File: src/rtl/btn_pkg.sv
// -----------------------------------------------------------------------------
// btn_pkg
// Shared definitions for the button event decoder and its neighbours.
//   btn_state_t        : decoder FSM state encoding
//   BTN_LONG_DEFAULT   : default hold time to long press (1 s at 100 MHz)
//   BTN_REPEAT_DEFAULT : default auto-repeat period (250 ms at 100 MHz)
// The timing constants are also used to configure the debouncer.
// -----------------------------------------------------------------------------
package btn_pkg;

    typedef enum logic [1:0] {
        IDLE      = 2'd0,
        PRESSED   = 2'd1,
        LONG_HELD = 2'd2
    } btn_state_t;

    localparam int unsigned BTN_LONG_DEFAULT   = 100_000_000;
    localparam int unsigned BTN_REPEAT_DEFAULT = 25_000_000;

endpackage

File: src/rtl/button_event_decoder.sv
// -----------------------------------------------------------------------------
// button_event_decoder
// Turns a clean, debounced button level into one-cycle event pulses for the
// set/adjust control logic. One instance per button.
//
// Parameters:
//   LONG_PRESS_CYCLES : cycles from press to long_press (>= 2)
//   REPEAT_CYCLES     : cycles between repeat pulses while long-held (>= 2)
//   CNT_W             : hold counter width, 2**CNT_W > max of the above
//
// Ports:
//   clk           in  system clock
//   rst_n         in  asynchronous active-low reset
//   btn_level     in  debounced synchronous button level (1 = pressed)
//   press_pulse   out one-cycle pulse on press edge
//   release_pulse out one-cycle pulse on release edge
//   short_press   out one-cycle pulse on release before long-press threshold
//   long_press    out one-cycle pulse when hold reaches LONG_PRESS_CYCLES
//   repeat_pulse  out one-cycle pulse every REPEAT_CYCLES while long-held
//   held          out level, high while PRESSED or LONG_HELD
//
// Build option:
//   BTN_AUTOREPEAT_EN : when defined, repeat_pulse is generated; otherwise it
//                       is tied low and REPEAT_CYCLES only feeds the
//                       parameter sanity checks.
// -----------------------------------------------------------------------------
module button_event_decoder
    import btn_pkg::*;
#(
    parameter int unsigned LONG_PRESS_CYCLES = BTN_LONG_DEFAULT,
    parameter int unsigned REPEAT_CYCLES     = BTN_REPEAT_DEFAULT,
    parameter int unsigned CNT_W             = 27
) (
    input  logic clk,
    input  logic rst_n,
    input  logic btn_level,
    output logic press_pulse,
    output logic release_pulse,
    output logic short_press,
    output logic long_press,
    output logic repeat_pulse,
    output logic held
);

    // Elaboration-time parameter sanity checks.
    if (LONG_PRESS_CYCLES < 2) begin : g_long_too_small
        $error("LONG_PRESS_CYCLES must be >= 2");
    end
    if (REPEAT_CYCLES < 2) begin : g_repeat_too_small
        $error("REPEAT_CYCLES must be >= 2");
    end
    if ((64'd1 << CNT_W) <= 64'(LONG_PRESS_CYCLES) ||
        (64'd1 << CNT_W) <= 64'(REPEAT_CYCLES)) begin : g_cnt_too_narrow
        $error("CNT_W too narrow for the configured cycle counts");
    end

    localparam logic [CNT_W-1:0] LONG_LAST = CNT_W'(LONG_PRESS_CYCLES - 1);
`ifdef BTN_AUTOREPEAT_EN
    localparam logic [CNT_W-1:0] REPEAT_LAST = CNT_W'(REPEAT_CYCLES - 1);
`endif

    btn_state_t       r_state;
    btn_state_t       w_state_next;
    logic [CNT_W-1:0] r_cnt;
    logic [CNT_W-1:0] w_cnt_next;
    logic             r_btn_q;

    logic             r_press;
    logic             r_release;
    logic             r_short;
    logic             r_long;
    logic             r_held;
    logic             w_press_next;
    logic             w_release_next;
    logic             w_short_next;
    logic             w_long_next;
`ifdef BTN_AUTOREPEAT_EN
    logic             r_repeat;
    logic             w_repeat_next;
`endif

    // Next-state, counter and pulse logic. Release is tested before any
    // threshold so that a simultaneous release always wins.
    always_comb begin
        w_state_next   = r_state;
        w_cnt_next     = r_cnt;
        w_press_next   = 1'b0;
        w_release_next = 1'b0;
        w_short_next   = 1'b0;
        w_long_next    = 1'b0;
`ifdef BTN_AUTOREPEAT_EN
        w_repeat_next  = 1'b0;
`endif
        case (r_state)
            IDLE: begin
                // r_btn_q resets high, so a button held through reset must
                // be seen low before it can register a press.
                if (btn_level && !r_btn_q) begin
                    w_state_next = PRESSED;
                    w_cnt_next   = '0;
                    w_press_next = 1'b1;
                end
            end
            PRESSED: begin
                if (!btn_level) begin
                    w_state_next   = IDLE;
                    w_release_next = 1'b1;
                    w_short_next   = 1'b1;
                end else if (r_cnt == LONG_LAST) begin
                    w_state_next = LONG_HELD;
                    w_cnt_next   = '0;
                    w_long_next  = 1'b1;
                end else begin
                    w_cnt_next = r_cnt + 1'b1;
                end
            end
            LONG_HELD: begin
                if (!btn_level) begin
                    w_state_next   = IDLE;
                    w_release_next = 1'b1;
                end
`ifdef BTN_AUTOREPEAT_EN
                else if (r_cnt == REPEAT_LAST) begin
                    w_cnt_next    = '0;
                    w_repeat_next = 1'b1;
                end else begin
                    w_cnt_next = r_cnt + 1'b1;
                end
`endif
                // Without auto-repeat the counter simply rests at zero here.
            end
            default: begin
                w_state_next = IDLE;
                w_cnt_next   = '0;
            end
        endcase
    end

    always_ff @(posedge clk or negedge rst_n) begin
        if (!rst_n) begin
            r_state   <= IDLE;
            r_cnt     <= '0;
            r_btn_q   <= 1'b1;
            r_press   <= 1'b0;
            r_release <= 1'b0;
            r_short   <= 1'b0;
            r_long    <= 1'b0;
            r_held    <= 1'b0;
        end else begin
            r_state   <= w_state_next;
            r_cnt     <= w_cnt_next;
            r_btn_q   <= btn_level;
            r_press   <= w_press_next;
            r_release <= w_release_next;
            r_short   <= w_short_next;
            r_long    <= w_long_next;
            r_held    <= (w_state_next != IDLE);
        end
    end

`ifdef BTN_AUTOREPEAT_EN
    always_ff @(posedge clk or negedge rst_n) begin
        if (!rst_n) begin
            r_repeat <= 1'b0;
        end else begin
            r_repeat <= w_repeat_next;
        end
    end
    assign repeat_pulse = r_repeat;
`else
    assign repeat_pulse = 1'b0;
`endif

    assign press_pulse   = r_press;
    assign release_pulse = r_release;
    assign short_press   = r_short;
    assign long_press    = r_long;
    assign held          = r_held;

endmodule

File: config.mk
export PLATFORM = sky130hd
export DESIGN_NAME = button_event_decoder
export DESIGN_NICKNAME = d
export VERILOG_FILES = /design/src/rtl/btn_pkg.sv /design/src/rtl/button_event_decoder.sv
export SDC_FILE = /design/constraint.sdc
export NUM_CORES = 1
export LEC_CHECK = 0
export CORE_ASPECT_RATIO = 1.75
export CORE_MARGIN = 2
export CORE_UTILIZATION = 54
export CTS_BUF_LIST = sky130_fd_sc_hd__clkbuf_16
export CTS_CLUSTER_SIZE = 12
export DETAILED_ROUTE_END_ITERATION = 12
export PLACE_DENSITY = 0.75
export SYNTH_ARGS = -nofsm -noshare
export SYNTH_HDL_FRONTEND = slang
export SYNTH_SLANG_ARGS = --single-unit
File: constraint.sdc
create_clock -name clk -period 2.32 [get_ports clk]
set_input_delay 0.58 -clock clk [delete_from_list [all_inputs] [get_ports clk]]
set_output_delay 0.58 -clock clk [all_outputs]
set_load 0.02 [all_outputs]
Word level (Yosys, flattened, before mapping)
Cells that the tools add are included.

storage, ports and cells
  flip-flop bits (word level) = 35
  input bits = 3
  output and inout bits = 6
  word-level logic and storage cells = 38

operators by class
  add/sub/neg operators = 1
  equal/unequal tests = 5
  muxes and demuxes = 17
  bitwise gates (word level) = 1
  reductions and logical operators = 6

operators with widths
  operator               count
  $mux 27                3
  $pmux 27 s3            1
  $add 27x1->27 const B  1
  $eq 27x27->1 const B   1
  $mux 1                 8
  $mux 2                 4
  $pmux 2 s3             1
  $ne 2x2->1 const B     2
  $reduce_and 3->1       1
  $eq 2x1->1 const B     1
  $eq 2x2->1 const B     1
  $logic_not 2->1        1
  $reduce_bool 2->1      1
  $reduce_or 2->1        1
  $logic_and 1x1->1      1
  $logic_not 1->1        1
  $not 1->1              1

Longest topological paths before layout
  depth after elaboration = 5
  mapped depth = 8
  depth with buffers taken out = 7

Worst setup path before layout
No wires, ideal clock.

  path kind = register to register
  start point = register r_state[0]
  end point = register r_cnt[19]
  setup time = 0.078 ns
  data arrival time = 2.171 ns
  data required time = 2.242 ns
  slack = 0.072 ns
  stages on the path, launching flop included = 8
  path buffers = 0
  clock period less this slack = 2.248 ns
  path through = dfrtp_1 inv_1 ha_1 or2_2 a2111oi_4 nand3_1 or3_1 a21oi_1

on the way
  longest elaborated chain between the ends = 3
  elaborated cells on any way between the ends = 8
  classes of those cells = eq/ne: 4; mux: 1; bitwise: 1; reduce/logical: 2

ends and longest elaborated chain
  item                                                      line                         RTL
  from (decl)                                               button_event_decoder.sv:62   btn_state_t r_state;
  from (signal assigned)                                    button_event_decoder.sv:150  r_state <= w_state_next;
  $eq 2x1->1 (tied with other cells)                        button_event_decoder.sv:94   case (r_state)
  $ne 2x2->1 (no source line) or $not 1->1 (tied branches)  -
  $reduce_and 3->1 (no source line)                         -
  to (signal assigned)                                      button_event_decoder.sv:151  r_cnt <= w_cnt_next;
  to (decl)                                                 button_event_decoder.sv:64   logic [CNT_W-1:0] r_cnt;

Several ways; a longest one is shown, not always the timed one.
A chain may end at the register's enable or synchronous reset.

Worst setup path in the final report
  start point = register r_state[0]
  end point = register r_cnt[26]

Same word-level chain as after synthesis.

==> flow_results.org <==
** Outcome
- The flow ran to the end, and the final reports show no timing, DRC or antenna violations.

** Power
- Of the total power, combinational logic draws 31.2%.
- Fraction of power spent switching nets :: 32.78%
- Net Sw Power :: 0.6243 mW
- Areal power density over the cells :: 814.5 nW/µm²
- Total Power Consumption :: 1.905 mW
- Leakage power total :: 0.9961 nW
- IR analysis of the VDD net gives a maximum drop of 0.6478 mV.
- Share of power burned in the clock network :: 33.0%
- The internal portion of the total power is 1.280 mW.
- Proportion of power drawn by flip-flops and latches :: 35.8%

** Route
- Post-detailed-route via-to-cell ratio :: 6.093
- First DRT Iteration DRCs :: 69
- For this block, the via count after detailed routing is 1761.
- After detailed routing, the average wire length per cell comes to 16.35 µm.
- After detailed routing, the number of remaining DRC violations is 0.
- The count of nets left with antenna violations once routing finished came out at 0.
- The final layout contains routed wiring with a total length of 4.725 mm.
- For this run, the detailed router's first-pass iteration total came to 4.

** Die
- Count of boundary I/O pins :: 9
- Die width :: 49.22 µm
- In this run the core area contains 28 standard-cell rows.
- The die covers 4091 µm².
- After floorplanning, the core was sized to cover 3398 µm².
- From bottom edge to top edge, the die measures 83.13 µm.
- Once the floorplan was initialized, standard cells occupied 56.85% of the core.

** Global route
- Pin count of the biggest net entering global routing :: 36
- Global-route wire length before repair :: 7.990 mm
- Global routing finished with a remaining overflow of 0.
- Initial antenna violation count :: 0
- Number of global-route vias before repair :: 1854
- Overall Global Routing Usage :: 25.03%

** Timing
- Derived from the worst setup path, the maximum achievable clock frequency is 0.4537 GHz.
- On the final layout, the worst clock skew is 0.004365 ns.
- The final count of hold timing violations came to 0.
- The clock period could shrink to 2.204 ns.
- Fin crit share :: 95.00%
- The count of final max-slew check failures was 0.
- Post-Route Setup TNS :: 0 ns
- Setup violations remaining at the end of the flow were counted as 0.

** Layout
- Area used by sequential logic in the layout :: 877.1 µm²
- 0 antenna diodes ended up in the layout.
- The library cells used most frequently in the layout, excluding fill and tap cells, are sky130_fd_sc_hd__dfrtp_1 (34), sky130_fd_sc_hd__o21ai_0 (22), sky130_fd_sc_hd__buf_4 (20), sky130_fd_sc_hd__nand2_1 (18), sky130_fd_sc_hd__nor2_1 (17).
- After the last flow step, the layout net total stands at 251.
- Relative to the synthesized area, the layout overhead comes to 21.05%.
- The finished layout holds 289 standard cells, fillers aside.
- Summing all multi-input logic gate instances after layout gives 996.0 µm².
- Cells with a size suffix above 1 make up 16.80% of the layout.
- Total of fill cells in the finished design :: 276
- Leaving out fill and tap cells, the most frequent cell in the layout is sky130_fd_sc_hd__dfrtp_1.

** Placement
- Routability-driven placement finished with a final weighted congestion of 0.8530.
- Counting tap cells, the placed design contains a total of 277 instances.
- Once detailed placement completed, the half-perimeter wirelength came to 3.350 mm.
- Input and output buffers added on the ports amount to 7.

** Clock network
- Counting the buffers created by CTS gives 5.
- In this run, post-CTS hold repair placed 0 buffers.
- Clock tree from TritonCTS :: yes
- Maximum buffer depth of the clock tree :: 2
- Maximum level of the CTS H-tree :: 2
- Number of sinks handled by clock tree synthesis :: 35
- Source-to-sink clock delay at the later pin of the worst-skew pair :: 0.28 ns
- Clock-pin slew was measured on the worst setup and hold paths at 0.05 ns.
- Clock root cell :: sky130_fd_sc_hd__clkbuf_16

** Hold path
- For hold timing, the worst endpoint is r_cnt[0].
- Class of the tightest hold or removal check :: flip-flop to flip-flop
- Counting instances, the worst hold path has a depth of 1.
- The worst hold path begins at r_cnt[0].

** Synth
- Post-synth top area share :: 44.04%
- Counting flops with an async set or reset pin after synthesis yields a share of 100.0%.
- Sequential share of the synthesized area :: 45.40%
- Synthesis produced a netlist whose cell count is 218.
- Top cell type by total area after synthesis :: sky130_fd_sc_hd__dfrtp_1
- Netlist area before placement :: 1932 µm²
- Counting every net in the synthesized netlist gives 226.
- The synthesized design contains 35 register bits.
- Post-synth top flop :: sky130_fd_sc_hd__dfrtp_1
- Area contributors post-synth :: sky130_fd_sc_hd__dfrtp_1 (44%), sky130_fd_sc_hd__o21ai_0 (5.7%), sky130_fd_sc_hd__nand4_1 (4.5%)
- The synthesized design contains 0 enable-type register cells.
- During synthesis, Yosys emitted a total of 0 warnings.
- Mean instance size in the synthesized netlist :: 8.862 µm²
- The synthesized netlist contains 40 unique library cells.

** Critical path
- Worst reg2reg endpoint :: r_cnt[26]
- For flop-to-flop paths, the worst setup slack is 0.12 ns.
- In this run the worst path has a maximum fanout of 5.
- Crit. End Element :: flip-flop
- In this run the critical register-to-register path is launched from r_state[0].
- STA classifies the critical path startpoint as a flip-flop.
- For the worst setup path, the data required time is 2.52 ns.
- The setup path with the least slack is of type flip-flop to flip-flop.
- Worst R2R Path Depth :: 7
- At the worst endpoint, the arrival time is 2.41 ns.

** Run
- Max-cap violations :: 0
cells in the mapped netlist (2+ instances only):
cell,n
sky130_fd_sc_hd__a31oi_1,2
sky130_fd_sc_hd__nand2_1,18
sky130_fd_sc_hd__o21a_1,2
sky130_fd_sc_hd__nand3_1,12
sky130_fd_sc_hd__a21oi_1,17
sky130_fd_sc_hd__inv_1,14
sky130_fd_sc_hd__and4_1,3
sky130_fd_sc_hd__xor2_1,6
sky130_fd_sc_hd__and3_1,3
sky130_fd_sc_hd__o21ai_0,22
sky130_fd_sc_hd__nor4_1,3
sky130_fd_sc_hd__nor3_1,5
sky130_fd_sc_hd__nand4_1,14
sky130_fd_sc_hd__clkbuf_1,5
sky130_fd_sc_hd__o31ai_1,2
sky130_fd_sc_hd__dfrtp_1,34
sky130_fd_sc_hd__or2_2,2
sky130_fd_sc_hd__or3_1,12
sky130_fd_sc_hd__nor2_1,17
sky130_fd_sc_hd__ha_1,5
cell families after synthesis:
group | Yosys count | synth area share [%]
xor gates and xnor gates | 7 | 3.174
AOI/OAI and AO/OA | 53 | 17.23
buffers and inverters | 23 | 5.116
DFF | 35 | 45.40
other | 1 | 0.1941
adders and majority gates | 5 | 3.238
and+or+nand+nor | 94 | 25.65
final cells by class:
class,instances,share of cell area [%]
Inverter,14,2.247
Tap cell,45,2.408
Clock inverter,3,0.5350
Clock buffer,5,5.350
Timing Repair Buffer,27,9.363
Multi-Input combinational cell,160,42.59
Sequential cell,35,37.51
worst max-delay path, cell delays in order (launching register included):
cell	delay (ns)
sky130_fd_sc_hd__dfrtp_1	0.39
sky130_fd_sc_hd__inv_2	0.07
sky130_fd_sc_hd__ha_4	0.18
sky130_fd_sc_hd__a21bo_4	0.22
sky130_fd_sc_hd__a2111oi_4	0.43
sky130_fd_sc_hd__nand4_1	0.26
sky130_fd_sc_hd__or3_1	0.42
sky130_fd_sc_hd__a21oi_1	0.15
power groups by stage:
stage | sequential [mW] | clock [mW] | combinational [mW]
6_report | 0.682 | 0.628 | 0.595
5_1_grt | 0.688 | 0.656 | 0.653
4_1_cts | 0.682 | 0.629 | 0.560
3_5_place_dp | 0.692 | 0 | 0.544
3_3_place_gp | 0.687 | 0 | 0.520
2_1_floorplan | 0.718 | 0 | 0.304
flip-flops by register name, summed over array words and instances (netlist names):
| signal | count |
|---|---|
| held | 1 |
| press_pulse | 1 |
| r_state | 2 |
| release_pulse | 1 |
| r_cnt | 27 |
| r_btn_q | 1 |
| short_press | 1 |
| long_press | 1 |
metal layers:
layer  vias to the layer above  global-route usage (%)  wire (µm)
met5                         -                       0          0
met4                         0                   14.55        120
met3                        11                   3.777        159
met2                        50                   46.93       2739
met1                       869                   24.82       1706
li1                        831                       -          -
stage by stage:
stage / worst slack, ns / hold WS [ns] / utilization, % / area [µm²]
2_1_floorplan: 0.07181 / 0.2844 / - / 1932
3_3_place_gp: -0.2661 / 0.4823 / 62.74 / 2132
3_5_place_dp: -0.3901 / 0.5020 / 62.74 / 2132
4_1_cts: 0.02243 / 0.5312 / 67.23 / 2285
5_1_grt: -0.02819 / 0.5571 / 68.81 / 2338
6_report: 0.1161 / 0.5270 / 68.81 / 2338
repair_timing:
item / in CTS / in global routing
cloned: 0 / 0
pin swaps: 4 / 5
setup endpoints to repair: 5 / 8
setup buffers: 1 / 3
resized for setup: 4 / 7
how the worst max path moves through the flow:
stage | from | endpoint | slack (ns) | cells after the start
5_1_grt | r_state[0] | r_cnt[26] | -0.03 | 7
4_1_cts | r_state[0] | r_cnt[22] | 0.02 | 8
3_5_place_dp | btn_level | r_cnt[26] | -0.39 | 6
6_report | r_state[0] | r_cnt[26] | 0.12 | 7
2_1_floorplan | r_state[0] | r_cnt[19] | 0.07 | 7
3_3_place_gp | btn_level | r_cnt[24] | -0.27 | 6
Note: power is estimated with default switching activity, not from simulation.
